$ cat config.mk
export PLATFORM = sky130hd
export DESIGN_NAME = gray_fetch
export DESIGN_NICKNAME = d
export VERILOG_FILES = /design/src/rtl/gray_fetch.sv
export SDC_FILE = /design/constraint.sdc
export NUM_CORES = 1
export LEC_CHECK = 0
export ABC_AREA = 0
export BUFFER_PORTS_ARGS = -buffer_cell sky130_fd_sc_hd__buf_2
export CORE_MARGIN = 2
export CORE_UTILIZATION = 43
export DETAILED_ROUTE_END_ITERATION = 10
export GPL_TIMING_DRIVEN = 0
export PLACE_DENSITY = 0.66
export SKIP_LAST_GASP = 1
export SLEW_MARGIN = 20
export SYNTH_ARGS = -nofsm -noshare
export SYNTH_HDL_FRONTEND = slang
export SYNTH_SLANG_ARGS = --single-unit
export TNS_END_PERCENT = 5
$ cat constraint.sdc
create_clock -name clock -period 4.88 [get_ports clock]
set_input_delay 0.732 -clock clock [delete_from_list [all_inputs] [get_ports clock]]
set_output_delay 0.732 -clock clock [all_outputs]
set_load 0.02 [all_outputs]
$ cat src/rtl/gray_fetch.sv
// gray_fetch: frame-buffer fetch and luminance stage feeding the sobel edge unit.
// Turns the VGA timing position into sequential RAM read addresses. Each RGB444
// pixel that comes back becomes a WORD_SIZE gray value. Position tags travel
// beside it, so the outputs lag pos_x/pos_y by exactly three clocks.
// Optional build macro GRAY_FETCH_MINMAX_EN adds per-frame min/max statistics
// (frame_min, frame_max, frame_done).
module gray_fetch #(
  parameter int WORD_SIZE  = 4,
  parameter int COLOR_BITS = 4,
  parameter int H_ACTIVE   = 512,
  parameter int V_ACTIVE   = 384,
  parameter int ADDR_WIDTH = 18
) (
  input  logic                    clock,
  input  logic                    reset,
  input  logic [10:0]             pos_x,
  input  logic [10:0]             pos_y,
  output logic [ADDR_WIDTH-1:0]   rd_addr,
  output logic                    rd_en,
  input  logic [3*COLOR_BITS-1:0] rd_data,
  output logic [WORD_SIZE-1:0]    gray_pixel,
  output logic [10:0]             pos_x_out,
  output logic [10:0]             pos_y_out,
  output logic                    pix_valid
`ifdef GRAY_FETCH_MINMAX_EN
  ,
  output logic [WORD_SIZE-1:0]    frame_min,
  output logic [WORD_SIZE-1:0]    frame_max,
  output logic                    frame_done
`endif
);

  localparam int SUM_W = COLOR_BITS + 8;
  localparam logic [ADDR_WIDTH-1:0] ADDR_LAST = ADDR_WIDTH'(H_ACTIVE * V_ACTIVE - 1);

  // Address counter and stage registers
  logic [ADDR_WIDTH-1:0] addr_cnt_q, addr_cnt_d;
  logic [ADDR_WIDTH-1:0] rd_addr_q, rd_addr_d;
  logic                  rd_en_q, rd_en_d;
  logic [10:0]           x1_q, x1_d, y1_q, y1_d;
  logic                  v2_q, v2_d;
  logic [10:0]           x2_q, x2_d, y2_q, y2_d;
  logic [WORD_SIZE-1:0]  gray_q, gray_d;
  logic                  valid_q, valid_d;
  logic [10:0]           pos_x_out_q, pos_x_out_d;
  logic [10:0]           pos_y_out_q, pos_y_out_d;

  logic                    in_win;
  logic [3*COLOR_BITS-1:0] rgb2;
  logic [COLOR_BITS-1:0]   chan [3];
  logic [SUM_W-1:0]        term [3];
  logic [SUM_W-1:0]        sum_w;

  // Visible window; row and column 0 are excluded, matching the edge stage.
  always_comb begin
    in_win = (pos_x >= 11'd1) && (pos_x <= 11'(H_ACTIVE)) &&
             (pos_y >= 11'd1) && (pos_y <= 11'(V_ACTIVE));
  end

  // Linear pixel counter: cleared on the pos_y == 0 row, stepped per visible pixel.
  always_comb begin
    addr_cnt_d = addr_cnt_q;
    if (pos_y == 11'd0) begin
      addr_cnt_d = '0;
    end else if (in_win) begin
      addr_cnt_d = (addr_cnt_q == ADDR_LAST) ? '0 : addr_cnt_q + ADDR_WIDTH'(1);
    end
  end

  // Stage 1: issue the RAM read; the address holds while outside the window.
  always_comb begin
    rd_addr_d = in_win ? addr_cnt_q : rd_addr_q;
    rd_en_d   = in_win;
    x1_d      = pos_x;
    y1_d      = pos_y;
  end

  // Stage 2: the RAM's own read register holds the pixel (rd_data). Only the tags
  // are registered here. rd_data is stale after an idle cycle, so it is masked
  // with the stage-2 valid bit before the luminance math.
  always_comb begin
    v2_d = rd_en_q;
    x2_d = x1_q;
    y2_d = y1_q;
    rgb2 = v2_q ? rd_data : '0;
  end

  // Split {R,G,B} and weight each channel (77/150/29, summing to 256).
  for (genvar gi = 0; gi < 3; gi++) begin : g_chan
    localparam int WGT = (gi == 0) ? 77 : ((gi == 1) ? 150 : 29);
    assign chan[gi] = rgb2[(3 - gi) * COLOR_BITS - 1 -: COLOR_BITS];
    assign term[gi] = SUM_W'(WGT) * SUM_W'(chan[gi]);
  end

  // Luminance sum; cannot overflow because the weights total 256.
  always_comb begin
    sum_w = term[0] + term[1] + term[2];
  end

  // Stage 3: keep the top WORD_SIZE bits of the sum; out-of-window pixels emit 0.
  always_comb begin
    gray_d      = v2_q ? WORD_SIZE'(sum_w >> (SUM_W - WORD_SIZE)) : '0;
    valid_d     = v2_q;
    pos_x_out_d = x2_q;
    pos_y_out_d = y2_q;
  end

  // Pipeline registers, flushed by the asynchronous reset.
  always_ff @(posedge clock or negedge reset) begin
    if (!reset) begin
      addr_cnt_q  <= '0;
      rd_addr_q   <= '0;
      rd_en_q     <= 1'b0;
      x1_q        <= '0;
      y1_q        <= '0;
      v2_q        <= 1'b0;
      x2_q        <= '0;
      y2_q        <= '0;
      gray_q      <= '0;
      valid_q     <= 1'b0;
      pos_x_out_q <= '0;
      pos_y_out_q <= '0;
    end else begin
      addr_cnt_q  <= addr_cnt_d;
      rd_addr_q   <= rd_addr_d;
      rd_en_q     <= rd_en_d;
      x1_q        <= x1_d;
      y1_q        <= y1_d;
      v2_q        <= v2_d;
      x2_q        <= x2_d;
      y2_q        <= y2_d;
      gray_q      <= gray_d;
      valid_q     <= valid_d;
      pos_x_out_q <= pos_x_out_d;
      pos_y_out_q <= pos_y_out_d;
    end
  end

  assign rd_addr    = rd_addr_q;
  assign rd_en      = rd_en_q;
  assign gray_pixel = gray_q;
  assign pix_valid  = valid_q;
  assign pos_x_out  = pos_x_out_q;
  assign pos_y_out  = pos_y_out_q;

`ifdef GRAY_FETCH_MINMAX_EN
  logic [WORD_SIZE-1:0] run_min_q, run_min_d;
  logic [WORD_SIZE-1:0] run_max_q, run_max_d;
  logic                 seen_q, seen_d;
  logic [WORD_SIZE-1:0] frame_min_q, frame_min_d;
  logic [WORD_SIZE-1:0] frame_max_q, frame_max_d;
  logic                 frame_done_q, frame_done_d;

  // Track min/max of valid pixels. Publish them on the first pos_y_out == 0 cycle
  // after a frame that had valid pixels. pix_valid is never set on that row, so
  // publishing and accumulating cannot coincide.
  always_comb begin
    run_min_d    = run_min_q;
    run_max_d    = run_max_q;
    seen_d       = seen_q;
    frame_min_d  = frame_min_q;
    frame_max_d  = frame_max_q;
    frame_done_d = 1'b0;
    if ((pos_y_out_q == 11'd0) && seen_q) begin
      frame_min_d  = run_min_q;
      frame_max_d  = run_max_q;
      frame_done_d = 1'b1;
      run_min_d    = '1;
      run_max_d    = '0;
      seen_d       = 1'b0;
    end else if (valid_q) begin
      if (gray_q < run_min_q) run_min_d = gray_q;
      if (gray_q > run_max_q) run_max_d = gray_q;
      seen_d = 1'b1;
    end
  end

  // Statistics registers.
  always_ff @(posedge clock or negedge reset) begin
    if (!reset) begin
      run_min_q    <= '1;
      run_max_q    <= '0;
      seen_q       <= 1'b0;
      frame_min_q  <= '0;
      frame_max_q  <= '0;
      frame_done_q <= 1'b0;
    end else begin
      run_min_q    <= run_min_d;
      run_max_q    <= run_max_d;
      seen_q       <= seen_d;
      frame_min_q  <= frame_min_d;
      frame_max_q  <= frame_max_d;
      frame_done_q <= frame_done_d;
    end
  end

  assign frame_min  = frame_min_q;
  assign frame_max  = frame_max_q;
  assign frame_done = frame_done_q;
`endif

endmodule
==> results of run 1 <==
## metal layers
layer,track usage [%],vias to the layer above
li1,-,1755
met1,22.9,1831
met2,30.0,122
met3,4.13,24
met4,5.40,0
met5,0,-
## Yosys cell counts (2+ instances only)
cell type  number
nand2b_1        4
o211ai_2        2
nand4b_1        3
inv_1          58
nand4_1         6
o31ai_1         5
xnor2_1         2
a31oi_1         4
a32o_1          2
fa_1           22
ha_1           45
nor3_1         11
a221o_1         2
o21ai_0        17
nor4_1          4
nor2b_1         2
and2_1         11
nor2_1         13
dfrtp_1       109
a22o_1          2
clkbuf_1        4
nand3_1        16
a311oi_1        2
buf_4           3
o21a_1          3
o2111ai_1       3
o211ai_1        2
or4_1           7
mux2_2         16
a21oi_1         9
o311ai_1        4
buf_2           3
nand2_1        19
## layout by cell type (no fill, tap or decap), types with 3 or more instances in the layout
master and count:
buf_2 83, a21oi_1 7, clkbuf_1 3, nand2_1 19
inv_2 6, mux2_2 16, inv_1 52, buf_4 9
ha_4 10, nor3_2 3, or4_1 7, ha_1 34
clkbuf_16 9, and2_4 3, nand3_1 15, nand2b_1 4
buf_6 3, nand4b_1 3, o21ai_0 13, nand4_1 6
o31ai_1 5, nor2_1 12, o311ai_1 4, o21ai_2 3
a31oi_1 4, dfrtp_1 108, nor3_1 8, nor4_1 4
fa_1 20, and2_1 8
## cell families after synthesis
kind of cell / after synthesis / synth area share (%)
AO/OA/AOI/OAI: 71 / 9.64
XOR/XNOR: 3 / 0.489
adder cells (fa/ha/maj): 67 / 18.7
buffers and inverters: 70 / 5.31
flip-flops: 109 / 50.8
multiplexers: 17 / 3.54
AND/OR/NAND/NOR: 108 / 11.6
## repair_timing
action                                  4_1_cts  5_1_grt
resized for setup                            18       10
endpoints found under the setup margin        4        4
setup buffers                                 7        0
pin swaps                                    11        5
hold endpoints to repair                      0        0
## metrics by stage
| stage | utilization, % | worst slack (ns) | hold WS (ns) | std cells |
|---|---|---|---|---|
| 5_1_grt | 54.6 | -0.257 | 0.246 | 718 |
| 4_1_cts | 54.0 | -0.103 | 0.240 | 718 |
| 3_3_place_gp | 50.4 | -0.506 | 0.332 | 694 |
| 6_report | 54.6 | -0.0869 | 0.241 | 718 |
| 2_1_floorplan | - | -0.0702 | 0.331 | 445 |
| 3_5_place_dp | 50.6 | -0.582 | 0.335 | 695 |
## registers in the layout, indices dropped and copies added, names as in the netlist
register     flops
addr_cnt_q      18
gray_pixel       4
pix_valid        1
pos_x_out       11
pos_x_out_d     11
pos_y_out       11
pos_y_out_d     11
rd_addr         18
rd_en            1
v2_q             1
x1_q            11
y1_q            11
## path summary, 6_finish.rpt
check	from	endpoint	slack, ns	cells past startpoint
worst min-delay path	reset	rd_addr[0]	0.24	1
worst min register to register	pos_y_out_d[8]	pos_y_out[8]	0.35	0
max in group asynchronous	reset	v2_q	3.97	2
min in group clock	pos_y_out_d[8]	pos_y_out[8]	0.35	0
worst max register to register	v2_q	gray_pixel[1]	-0.09	23
worst max-delay path	v2_q	gray_pixel[1]	-0.09	23
## critical path: stages, from the launching register on
cell and delay, ns:
dfrtp_2 0.46, clkbuf_8 0.16, and2_4 0.15, ha_4 0.26
inv_2 0.03, fa_2 0.53, inv_2 0.05, ha_4 0.16
a21oi_4 0.15, o21ai_1 0.08, nor2b_1 0.13, ha_1 0.27
ha_1 0.27, inv_1 0.05, fa_1 0.46, fa_1 0.50
inv_2 0.04, ha_4 0.23, a21oi_1 0.13, o211ai_1 0.09
buf_4 0.17, o21a_4 0.21, o21ai_2 0.13, nor3b_2 0.17
## where the power goes
| group | internal, mW | leakage, nW | switching (mW) |
|---|---|---|---|
| Sequential | 0.962 | 1.35 | 0.0399 |
| Combinational | 0.0862 | 1.68 | 0.131 |
| Clock | 0.355 | 0.144 | 0.332 |
| Total | 1.40 | 3.17 | 0.503 |
## final cells by class
| class | count | area, um^2 |
|---|---|---|
| well taps | 168 | 210 |
| multi-input cells | 266 | 2590 |
| repair buffers | 89 | 495 |
| clock buffers | 9 | 225 |
| fillers | 1071 | 5500 |
| clock inverters | 7 | 58.8 |
| plain buffers | 12 | 77.6 |
| flip-flops and latches | 109 | 2730 |
| inverters | 58 | 218 |
==> metrics.yaml, run 1 <==
max_freq_mhz: 201
vias: 3732
antenna_found_initial: 0
grt_max_degree: 85
violations: "negative setup slack"
start_kind: "register"
grt_first_pass_wirelength_um: 18500
period_share_pct: 102
grt_overflow: 0
clk_latency_ns: 0.34
ys_ff_latch: 109
drtPass1Iterations: 5
antenna_cells: 0
die_y_um: 116
numCtsBuffers: 9
htree_levels: 3
rsz0062_at_grt: "yes"
dpl_cell_area_um2: 6130
dieWidth_um: 116
core_um2: 12100
hp-class: "in2async"
cts-root-buf: "clkbuf_16"
cts.sinks: 109
hold_viol: 0
ys_seq_area_share_pct: 50.8
syn_inst: 445
dp_hpwl_um: 8300
clock_path_buffers: 2
start_util_pct: 44.4
crit_fanout: 4
netlist.area_leader.share_pct: 50.8
die-area_um2: 13400
period_needed_ns: 4.97
wl_met2_um: 5730
status: "finished with violations"
report.final.slew_viol_count: 0
fin_tns_setup_ns: -0.259
fin_skew_ns: 0.00599
synth-edff-count: 0
drtIter0Drc: 232
slew_headroom_pct: 64.7
synthArstFlopShare_pct: 100
worst-setup-path-type: "reg2reg"
required_ns: 5.14
syn_nets: 548
worstPathArrival_ns: 5.23
antenna_left: 0
ys_warn_count: 0
wl_per_cell_um: 15.5
drt-met1-wl_um: 4630
finalPower_mw: 1.91
io_buffers: 81
grt_pass1_vias: 3783
grt_usage_pct: 17.7
std_cell_rows: 40
area_growth_pct: 23.0
power_density_nw_per_um2: 289
timing.max_cap.violations: 0
hold_buffers: 0
nets: 648
ir_drop_uv: 251
met3_length_um: 599
worst_pin_slew_ns: 0.530
p_leak_nw: 3.17
cts_tree: "yes"
fin_ws_ns: -0.0869
routed_wl_um: 11200
synth_largest_area_cell: "dfrtp_1"
cp-end-kind: "register"
gp_congestion: 0.888
setup_violations: 4
ys.flop_type: "dfrtp_1"
synth.distinct_cells: 63
avgViaCountPerCell: 5.20
path_clk_slew_ns: 0.07
dr.max_layer_used: "met4"
route.detailed.drc: 0
syn_area_per_cell_um2: 12.1
drive_above_1_share_pct: 32.4
netlist_area_um2: 5370
io-pin-count: 82
synth.area.top_cells: "dfrtp_1 51%, ha_1 10%, fa_1 8.2%"
final_area_um2: 6610
No activity file was read; power rests on OpenSTA's default activity.
==> run 2, diff against run 1 <==
- ABC_AREA: 0 -> 1
- PLACE_DENSITY: 0.66 -> 0.65
- TNS_END_PERCENT: 5 -> not set
==> run 2 against run 1 <==
The flow now finishes without violations. Non-clock buffer count up 1. Setup slack gained 0.25 ns. Cell count is 21% higher.
==> metrics.yaml, run 2 <==
grt_first_pass_wirelength_um: 19300  # +4.4%
hold_buffers: 0  # unchanged
io-pin-count: 82  # unchanged
dp_hpwl_um: 8720  # +5.2%
syn_area_per_cell_um2: 9.46  # -22%
numCtsBuffers: 9  # unchanged
worst-setup-path-type: "reg2reg"
ys_warn_count: 0  # unchanged
dr.max_layer_used: "met4"
dieWidth_um: 118  # +2.2%
dpl_cell_area_um2: 6280  # +2.5%
start_kind: "register"
drive_above_1_share_pct: 22.5  # -9.9 points
netlist_area_um2: 5620  # +4.6%
post-place-cells: 848  # +22%
rr_worst_depth: 25  # +8.7%
drt-met1-wl_um: 4830  # +4.5%
drtPass1Iterations: 4  # -1
synth.distinct_cells: 28  # -56%
fin_skew_ns: 0.0131  # +0.00711 ns
grt_usage_pct: 17.1  # -0.70 points
io_buffers: 81  # unchanged
core_um2: 12700  # +4.6%
final_area_um2: 6860  # +3.9%
ys_ff_latch: 109  # unchanged
syn_inst: 594  # +33%
gp_congestion: 0.911  # +2.6%
grt_max_degree: 67  # -21%
max_freq_mhz: 212  # +5.2%
avgViaCountPerCell: 4.75  # -8.6%
rsz0062_at_grt: "yes"
std_cell_rows: 41  # +2.5%
status: "completed"
finalPower_mw: 1.92  # +0.63%
route.detailed.drc: 0  # unchanged
clock_path_buffers: 2  # unchanged
htree_levels: 3  # unchanged
worst_pin_slew_ns: 0.480  # -0.0500 ns
ys_seq_area_share_pct: 48.5  # -2.2 points
crit_fanout: 4  # unchanged
hp-class: "in2async"
final_cells: 871  # +21%
antenna_left: 0  # unchanged
area_growth_pct: 22.1
met3_length_um: 480  # -20%
antenna_found_initial: 0  # unchanged
start_util_pct: 44.4  # about the same
wl_per_cell_um: 13.3  # -14%
routed_wl_um: 11600  # +3.9%
clk_latency_ns: 0.35  # about the same
r2r_slack_ns: 0.16  # +0.25 ns
worstPathArrival_ns: 4.96  # -0.27 ns
drtIter0Drc: 278  # +20%
setup_violations: 0  # -4
synthArstFlopShare_pct: 100  # unchanged
antenna_cells: 0  # unchanged
timing.max_cap.violations: 0  # unchanged
final_cell_mix: "136 x nand2_1, 108 x dfrtp_1, 87 x inv_1"
die-area_um2: 14000  # +4.5%
required_ns: 5.12  # -0.02 ns
report.final.slew_viol_count: 0  # unchanged
netlist.area_leader.share_pct: 48.5  # -2.2 points
cts-root-buf: "clkbuf_16"
path_clk_slew_ns: 0.08  # about the same
synth-edff-count: 0  # unchanged
period_share_pct: 96.7  # -5.1 points
die_y_um: 118  # +2.2%
synth.area.top_cells: "dfrtp_1 49%, ha_1 10%, nand2_1 9.3%"
wl_met2_um: 6130  # +6.9%
rr_endpoint: "gray_pixel[3]"
yosys-top-cells-count: "139 x nand2_1, 109 x dfrtp_1, 93 x inv_1"
vias: 4136  # +11%
power_density_nw_per_um2: 280  # -3.1%
timing.rr.start: "v2_q"
syn_nets: 697  # +27%
ir_drop_uv: 348  # +39%
grt_overflow: 0  # unchanged
yosysMostFrequentCell: "nand2_1"
p_leak_nw: 3.58  # +13%
cts_tree: "yes"
slew_headroom_pct: 68.0  # +3.3 points
grt_pass1_vias: 4115  # +8.8%
cts.sinks: 109  # unchanged
synth_largest_area_cell: "dfrtp_1"
nets: 797  # +23%
cp-end-kind: "register"
period_needed_ns: 4.72  # -0.247 ns
layout_commonest_cell: "nand2_1"
ys.flop_type: "dfrtp_1"
hold_viol: 0  # unchanged
-- run 2: cell types whose count changed in the layout (fill, tap and decap cells not counted), sizes merged, moves of 5 or more --
cell	before	now
and2	11	0
nand2	20	142
nand3	16	54
o21bai	0	5
inv	61	97
o31ai	5	0
mux2	16	0
nand3b	0	6
nor2	13	50
or4	7	0
nor4	6	0
nor3	12	6
xor2	1	13
-- run 2: report_power, final --
group          total (mW)  leakage (nW)  internal (mW)  switching [mW]
logic               0.207          2.08         0.0778           0.129
clock network       0.718         0.144          0.363           0.354
registers           0.994          1.36          0.957          0.0370
-- run 2: cells by family (layout without fill, tap and decap cells) --
group,count (synthesis),count (layout),share of synthesized area (%)
compound gates,32,32,3.18
buf+inv,107,212,7.75
fa+ha+maj,67,67,17.8
flops,109,109,48.5
simple gates,264,264,20.4
xor+xnor,15,15,2.34
-- run 2: worst max-delay path by stage --
stage	startpoint	to	slack (ns)	cells after the start
global placement	v2_q	gray_pixel[3]	-0.64	24
floorplan	rd_data[7]	gray_pixel[2]	0.01	22
finish	v2_q	gray_pixel[3]	0.16	25
global route	v2_q	gray_pixel[3]	-0.02	25
detailed placement	v2_q	gray_pixel[3]	-0.76	24
CTS	v2_q	gray_pixel[3]	-0.01	27
-- run 2: area by class of cell --
type,instances,area (um^2)
Clock inverter,7,77.6
Multi-Input combinational cell,378,2670
Timing Repair Buffer,90,507
Clock buffer,9,225
Inverter,94,355
Sequential cell,109,2730
Tap cell,172,215
Buffer,12,88.8
Fill cell,1137,5810
-- run 2: critical path, cell delays in order (launching register included) --
cell and delay, ns:
dfrtp_2 0.44, buf_8 0.15, nand2_2 0.05, inv_2 0.05
ha_1 0.27, inv_1 0.05, fa_2 0.55, inv_1 0.05
ha_2 0.19, nand3_2 0.09, nand3_2 0.09, xor2_1 0.16
ha_1 0.31, ha_4 0.27, inv_2 0.03, fa_1 0.47
fa_1 0.51, inv_2 0.05, ha_4 0.28, nand2_4 0.06
nor2_4 0.11, nand3_1 0.10, nand3_2 0.13, nand3_2 0.06
nand2_1 0.05, nor2_1 0.03
-- run 2: what timing repair did --
| item | CTS | global route |
|---|---|---|
| endpoints found under the setup margin | 4 | 4 |
| resized for setup | 11 | 32 |
| setup buffers | 5 | 3 |
| pin swaps | 7 | 16 |
-- run 2: routing by layer --
layer  up-vias  GRT usage [%]
li1       2053              -
met1      1973           21.5
met2        93           30.3
met3        17           2.75
met4         0           4.59
met5         -              0
-- run 2: through the flow --
step | worst slack [ns] | setup TNS, ns | hold WS, ns | util (%)
2_1_floorplan | 0.0118 | 0 | 0.331 | -
3_3_place_gp | -0.642 | -2.07 | 0.332 | 49.3
3_5_place_dp | -0.764 | -2.43 | 0.335 | 49.6
4_1_cts | -0.0109 | -0.0109 | 0.307 | 52.6
5_1_grt | -0.0195 | -0.0377 | 0.324 | 54.2
6_report | 0.160 | 0 | 0.290 | 54.2
==> run 3, diff against run 2 <==
- clock period: 4.88 -> 4.3 ns (I/O delays scaled with it)
==> run 3 against run 2 <==
The flow now finishes with violations (negative setup slack). Largest cell class is now multi-input gates. Cell count is 0.34% higher. Fmax is 1.5% higher. Total power is 14% higher. Clock power is 13% higher. Clock-buffer cell count stayed put. Register-to-register slack worse by 0.51 ns. Sequential power is 14% higher. First-iteration DRC count is 33% lower. Highest routed layer unchanged. Via count is 0.12% lower. Setup slack worse by 0.51 ns. Design area is 2.4% higher.
==> metrics.yaml, run 3 (synthesized netlist as in run 2, its figures left out) <==
status: "finished with violations"
violations: "negative setup slack"
cts_tree: "yes"
r2r_slack_ns: -0.35  # -0.51 ns
final_cell_mix: "130 x nand2_1, 108 x dfrtp_1, 86 x buf_2"
final_cells: 874  # +0.34%
std_cell_rows: 41  # unchanged
grt_first_pass_wirelength_um: 19900  # +3.4%
clk_latency_ns: 0.35  # about the same
max_freq_mhz: 215  # +1.5%
grt_usage_pct: 17.8  # +0.79 points
avgViaCountPerCell: 4.73  # -0.46%
drive_above_1_share_pct: 25.4  # +2.9 points
routed_wl_um: 11600  # +0.35%
timing.max_cap.violations: 0  # unchanged
area_growth_pct: 25.0
path_delay_family: "adder cells"
post-place-ws_ns: -0.602  # +0.162 ns
gp_congestion: 0.919  # +0.81%
crit_fanout: 4  # unchanged
antenna_cells: 0  # unchanged
report.final.slew_viol_count: 0  # unchanged
numCtsBuffers: 9  # unchanged
power_density_nw_per_um2: 311  # +11%
crit_cells: 25  # unchanged
layout_commonest_cell: "nand2_1"
ir_drop_uv: 293  # -16%
cts-root-buf: "clkbuf_16"
fin_ws_ns: -0.352  # -0.512 ns
die-area_um2: 14000  # unchanged
cp_slowest_stage_delay_ns: 0.56  # about the same
required_ns: 4.54  # -0.58 ns
vias: 4131  # -0.12%
post-place-cells: 848  # unchanged
rr_worst_depth: 25  # unchanged
worst_pin_slew_ns: 0.527  # +0.0471 ns
crit_buf_inv: 6  # unchanged
worst-setup-path-type: "reg2reg"
wl_per_cell_um: 13.3  # about the same
p_leak_nw: 3.62  # +1.2%
cp-startpoint: "v2_q"
cts.sinks: 109  # unchanged
rsz0062_at_grt: "yes"
grt_overflow: 0  # unchanged
period_share_pct: 108  # +11 points
hp-class: "in2async"
rr_endpoint: "gray_pixel[3]"
timing.rr.start: "v2_q"
worstPathArrival_ns: 4.89  # -0.07 ns
die_y_um: 118  # unchanged
nets: 800  # +0.38%
hold_buffers: 0  # unchanged
antenna_found_initial: 0  # unchanged
dp_hpwl_um: 8930  # +2.4%
grt_pass1_vias: 4190  # +1.8%
antenna_left: 0  # unchanged
start_kind: "register"
io-pin-count: 82  # unchanged
io_buffers: 81  # unchanged
clock_path_buffers: 2  # unchanged
holdWs_ns: 0.231  # -0.0594 ns
path_clk_slew_ns: 0.07  # about the same
grt_max_degree: 59  # -12%
drtIter0Drc: 187  # -33%
slew_headroom_pct: 64.9  # -3.1 points
start_util_pct: 44.4  # unchanged
crit_slowest_cell: "fa_1"
drtPass1Iterations: 4  # unchanged
setup_violations: 4  # +4
dieWidth_um: 118  # unchanged
period_needed_ns: 4.65  # -0.0685 ns
crit_top_cell: "nand3_2"
htree_levels: 3  # unchanged
hold_viol: 0  # unchanged
fin_skew_ns: 0.00903  # -0.00406 ns
route.detailed.drc: 0  # unchanged
cp-end-kind: "register"
core_um2: 12700  # unchanged
## run 3: cell count changes in the layout (fill, tap and decap cells not counted), sizes merged
cell / change
buf: +4
clkbuf: -1
## run 3: power by group
part	switching (mW)	total (mW)	internal [mW]	leakage, nW
clock	0.398	0.810	0.412	0.144
sequential	0.0426	1.13	1.09	1.36
combinational	0.152	0.244	0.0919	2.12
total	0.593	2.18	1.59	3.62
## run 3: worst max path at each step
stage,endpoint,slack [ns]
6_report,gray_pixel[3],-0.35
5_1_grt,gray_pixel[3],-0.53
4_1_cts,gray_pixel[3],-0.35
3_5_place_dp,gray_pixel[3],-0.60
3_3_place_gp,gray_pixel[3],-0.54
2_1_floorplan,gray_pixel[2],-0.14
## run 3: repair_timing
item / CTS / global route
setup endpoints to repair: 4 / 4
gates resized for setup: 11 / 24
pin swaps: 10 / 18
gates cloned: 0 / 0
buffers inserted: 10 / 1
## run 3: routing by layer
metal  vias to the layer above  track usage (%)  share of wire [%]
li1                       2061                -                  -
met1                      1967             22.6                 41
met2                        86             31.0                 53
met3                        17             2.32                3.7
met4                         0             7.00                1.9
met5                         -                0                  0
## run 3: metrics by stage
stage	power (mW)	TNS, ns	area (um^2)	utilization [%]
after floorplan	1.28	-0.324	5830	-
after global placement	1.38	-1.73	6450	50.9
after detailed placement	1.39	-1.95	6490	51.2
after CTS	2.21	-1.23	6950	54.8
after global routing	2.29	-2.00	7030	55.5
final	2.18	-1.29	7030	55.5
## run 3: cell type report
cell class	count	area (um^2)
repair buffers	93	534
multi-input cells	378	2790
inverters	94	370
fillers	1167	5640
flip-flops and latches	109	2730
well taps	172	215
plain buffers	12	90.1
clock buffers	9	225
clock inverters	7	77.6
